<file path="src/rtl/inspeccion_multicanal.sv">
// Multi-channel part inspection: one Moore FSM per channel feeding a single
// round-robin arbitrated verdict register with saturating accept/reject stats.

module inspeccion_canal #(
    parameter int PASS_REQ = 2
) (
    input  logic       clk,
    input  logic       reset,
    input  logic       p,
    input  logic       ri,
    input  logic       grant,
    output logic [1:0] status
);
    typedef enum logic [1:0] {IDLE = 2'b00, INSP = 2'b01, REJ = 2'b10, ACC = 2'b11} state_t;

    localparam logic [3:0] PASS_N = 4'(PASS_REQ);

    state_t     state, state_nx;
    logic [3:0] pass_cnt, pass_cnt_nx;

    always_ff @(posedge clk) begin
        if (!reset) begin
            state    <= IDLE;
            pass_cnt <= '0;
        end else begin
            state    <= state_nx;
            pass_cnt <= pass_cnt_nx;
        end
    end

    always_comb begin
        state_nx    = state;
        pass_cnt_nx = pass_cnt;
        case (state)
            IDLE: if (p) begin
                state_nx    = INSP;
                pass_cnt_nx = '0;
            end
            INSP: begin
                if (!p)
                    state_nx = IDLE;
                else if (!ri)
                    state_nx = REJ;
                else begin
                    pass_cnt_nx = pass_cnt + 4'd1;
                    if (pass_cnt_nx == PASS_N) state_nx = ACC;
                end
            end
            // Verdict pending: P and RI are ignored until the arbiter takes it.
            REJ, ACC: if (grant) state_nx = IDLE;
            default: state_nx = IDLE;
        endcase
    end

    assign status = state;
endmodule

module inspeccion_multicanal #(
    parameter int N_CH     = 4,
    parameter int PASS_REQ = 2,
    parameter int CNT_W    = 8
) (
    input  logic              clk,
    input  logic              reset,
    input  logic [N_CH-1:0]   P,
    input  logic [N_CH-1:0]   RI,
    output logic              result_valid,
    input  logic              result_ready,
    output logic [2:0]        result_ch,
    output logic [1:0]        result_code,
    output logic [2*N_CH-1:0] ch_status,
    output logic [CNT_W-1:0]  acc_count,
    output logic [CNT_W-1:0]  rej_count
);
    localparam int         IW  = (N_CH > 1) ? $clog2(N_CH) : 1;
    localparam logic [IW:0] NCH = (IW+1)'(N_CH);

    logic [N_CH-1:0][1:0] st;
    logic [N_CH-1:0]      pend, grant;
    logic [IW-1:0]        rr_ptr, gnt_idx;
    logic [IW:0]          sum;
    logic                 found, load, xfer;

    for (genvar k = 0; k < N_CH; k++) begin : g_ch
        assign pend[k]  = st[k][1];
        assign grant[k] = load && (gnt_idx == IW'(k));
        inspeccion_canal #(.PASS_REQ(PASS_REQ)) u_ch (
            .clk(clk), .reset(reset), .p(P[k]), .ri(RI[k]),
            .grant(grant[k]), .status(st[k])
        );
    end

    // First pending channel scanning upward from rr_ptr, wrapping at N_CH.
    always_comb begin
        found   = 1'b0;
        gnt_idx = '0;
        sum     = '0;
        for (int i = 0; i < N_CH; i++) begin
            sum = {1'b0, rr_ptr} + (IW+1)'(i);
            if (sum >= NCH) sum = sum - NCH;
            if (!found && pend[sum[IW-1:0]]) begin
                found   = 1'b1;
                gnt_idx = sum[IW-1:0];
            end
        end
    end

    assign load      = (!result_valid || result_ready) && found;
    assign xfer      = result_valid && result_ready;
    assign ch_status = st;

    always_ff @(posedge clk) begin
        if (!reset) begin
            rr_ptr       <= '0;
            result_valid <= 1'b0;
            result_ch    <= '0;
            result_code  <= '0;
            acc_count    <= '0;
            rej_count    <= '0;
        end else begin
            if (load) begin
                result_valid <= 1'b1;
                result_ch    <= 3'(gnt_idx);
                result_code  <= {1'b1, st[gnt_idx][0]};
                rr_ptr       <= (gnt_idx == IW'(N_CH-1)) ? '0 : gnt_idx + 1'b1;
            end else if (xfer) begin
                result_valid <= 1'b0;
            end
            if (xfer && result_code == 2'b11 && acc_count != '1) acc_count <= acc_count + 1'b1;
            if (xfer && result_code == 2'b10 && rej_count != '1) rej_count <= rej_count + 1'b1;
        end
    end
endmodule

</file>
<file path="config.mk">
export PLATFORM = sky130hd
export DESIGN_NAME = inspeccion_multicanal
export DESIGN_NICKNAME = d
export VERILOG_FILES = /design/src/rtl/inspeccion_multicanal.sv
export SDC_FILE = /design/constraint.sdc
export NUM_CORES = 1
export LEC_CHECK = 0
export CAP_MARGIN = 20
export CORE_MARGIN = 10
export CORE_UTILIZATION = 54
export DETAILED_ROUTE_END_ITERATION = 8
export PLACE_DENSITY_LB_ADDON = 0.05
export SLEW_MARGIN = 20
export SYNTH_ARGS = -nofsm -noshare
export SYNTH_HDL_FRONTEND = slang
export SYNTH_SLANG_ARGS = --single-unit
</file>
<file path="constraint.sdc">
create_clock -name clk -period 2.72 [get_ports clk]
set_input_delay 0.544 -clock clk [delete_from_list [all_inputs] [get_ports clk]]
set_output_delay 0.544 -clock clk [all_outputs]
set_load 0.02 [all_outputs]
</file>
==> flow_metrics.tcl <==
set metrics [dict create \
    outcome "finished, final reports clean" \
    post_cts_resized 0 \
    drc 0 \
    place_ws_ns 0.416 \
    postCtsHoldBufs 0 \
    multi_input_area_um2 1490 \
    min_period_ns 2.05 \
    synth-async-reset-ratio_pct 0 \
    die_x_um 89.0 \
    routabilityCongestion 0.785 \
    h-tree-depth 2 \
    grt_pass1_wl_um 9410 \
    syn_area_per_cell_um2 8.00 \
    drt_iter0_drc 136 \
    holdWs_ns 0.508 \
    cts_max_path_buffers 2 \
    drv_cap 0 \
    layout_common_cells "nor2_1 (48), dfxtp_1 (47), clkdlybuf4s50_1 (39)" \
    start_util_pct 55.1 \
    crit_start "g_ch[3].u_ch.status[1]" \
    viasPerCell 5.46 \
    hpwl_um 3950 \
    portBuffers 39 \
    diodes 0 \
    fin_cells 409 \
    mostFrequentLayoutCell "nor2_1" \
    area_delta_synth_final_pct 18.8 \
    netlist_area_um2 2570 \
    worst_skew_pair.late_latency_ns 0.29 \
    cts_buffers 5 \
    cts_tree "done" \
    syn_inst 321 \
    critPathMaxFanout 9 \
    synth-seq-cells 47 \
    ys_seq_area_share_pct 36.6 \
    critical_path_class "flip-flop to output port" \
    slew_headroom_pct 58.2 \
    antenna_found_initial 0 \
    hold_violations 0 \
    reg2reg_from "g_ch[0].u_ch.status[1]" \
    clock_skew_ns 0.00419 \
    max_stage_delay_ns 0.68 \
    crit_path_cell_trace "clkdlybuf4s50_1" \
    clk_pin_slew_ns 0.07 \
    timing.fmax_ghz 0.488 \
    required_ns 2.18 \
    yosysUniqueCellTypes 40 \
    end_kind "output port" \
    start_kind "flip-flop" \
    period_share_pct 75.4 \
    drive_gt1_share_pct 4.51 \
    clock-sinks 47 \
    synth-edff-count 0 \
    worstMarginPinSlew_ns 0.625 \
    ant_nets 0 \
    cts_setup_buffers 0 \
    wl_per_cell_um 13.0 \
    min_path_type "flip-flop to flip-flop" \
    vdd_drop_max_v 0.000357 \
    setup_viol 0 \
    worstHoldStart "result_ch[0]" \
    gr-usage-all-layers_pct 14.4 \
    core_area_um2 4660 \
    grt_max_degree 27 \
    synth_ff_type "dfxtp_1" \
    dp_cells 403 \
    cts_root_buffer "clkbuf_8" \
    wl_um 5300 \
    finalSetupTns_ns 0 \
    core.rowCount 25 \
    slew_violations 0 \
    die_h_um 89.0 \
    nFillCells 430 \
    synth_nets 346 \
    pin_count 41 \
    utilization_pct 65.4 \
    grt_remaining_overflow 0 \
    grt_pass1_vias 2108 \
    fin_ws_ns 0.669 \
    vias 2234 \
    grt_setup_unrepaired "no" \
    path_buf_inv 1 \
    regArea_um2 941 \
    p_leak_uw 0.00114 \
    yosysWarnings 0 \
    dr.pass1.iters 5 \
    cpMaxStageDelayCell "clkdlybuf4s50_1" \
    critPathTopFamily "buffers and inverters" \
    die_area_um2 7910 \
    nets 381 \
    p_per_area_nw_per_um2 423 \
    crit_arrival_ns 1.51 \
]
[state kept, by name (all words and copies together), names as in the netlist]
name,count
g_ch.u_ch.pass_cnt,16
acc_count,8
g_ch.u_ch.status,8
rej_count,8
result_ch,2
result_code,2
rr_ptr,2
result_valid,1
[routing by layer]
layer  wire length, um  GRT usage (%)
met1              2490           17.9
met2              2390           23.0
met3               364           5.47
met4                53           3.47
met5                 0              0
[area by class of cell]
class                   count  area share [%]
flip-flops and latches     47            30.8
multi-input cells         243            48.9
well taps                  54            2.21
inverters                  17            2.09
repair buffers             42            13.5
clock buffers               6            2.38
[final timing paths]
kind                                  to  slack [ns]  cells after the start
setup reg to reg  g_ch[3].u_ch.status[0]        0.77                      8
setup / recovery            ch_status[7]        0.67                      1
hold reg to reg             result_ch[0]        0.51                      2
hold / removal              result_ch[0]        0.51                      2
[Yosys cell counts, types with 2 or more instances]
| cell | count | area, um2 |
|---|---|---|
| nand3_1 | 16 | 80.1 |
| xnor2_1 | 9 | 78.8 |
| a32oi_1 | 3 | 26.3 |
| a21o_1 | 3 | 22.5 |
| buf_4 | 2 | 15.0 |
| and3_1 | 3 | 18.8 |
| nand4_1 | 6 | 37.5 |
| a21boi_0 | 4 | 30.0 |
| ha_1 | 14 | 175 |
| dfxtp_1 | 47 | 941 |
| nor3_1 | 12 | 60.1 |
| nor2b_1 | 5 | 31.3 |
| buf_2 | 2 | 10.0 |
| o21ai_0 | 5 | 25.0 |
| and2b_1 | 2 | 15.0 |
| xor2_1 | 3 | 26.3 |
| a31o_2 | 3 | 26.3 |
| inv_1 | 16 | 60.1 |
| clkbuf_1 | 9 | 33.8 |
| or3_1 | 2 | 12.5 |
| o22ai_1 | 7 | 43.8 |
| o211ai_1 | 2 | 15.0 |
| nand2_1 | 31 | 116 |
| nor3b_1 | 3 | 22.5 |
| a22oi_1 | 10 | 75.1 |
| mux2i_1 | 10 | 100 |
| a21oi_1 | 24 | 120 |
| nand2b_1 | 5 | 31.3 |
| and2_1 | 4 | 25.0 |
| nor2_1 | 48 | 180 |
| o211ai_2 | 2 | 25.0 |
[stage by stage]
| step | cell area (um2) | power [uW] |
|---|---|---|
| floorplan | 2570 | 865 |
| global placement | 2980 | 928 |
| detailed placement | 2980 | 929 |
| CTS | 3050 | 1300 |
| global route | 3050 | 1350 |
| finish | 3050 | 1290 |
[worst reg2reg max path: cells and delay by family, from the launching register on]
kind	cells	cell delay [ns]
compound gates	3	0.55
fa+ha+maj	1	0.20
buf+inv	1	0.17
flops	1	0.49
simple gates	3	0.47
[power by group]
group,internal (uW),leakage [uW],switching (uW)
clock network,171,0.0000371,206
logic,78.5,0.000717,96.7
registers,707,0.000381,30.6
[cells by family after synthesis]
kind of cell    share of synthesized area [%]
simple gates                             25.4
compound gates                           17.8
mux                                      3.90
other cells                             0.146
buf+inv                                  5.21
xor+xnor                                 4.09
flops                                    36.6
fa+ha+maj                                6.82
Note: power is estimated with default switching activity, not from simulation.
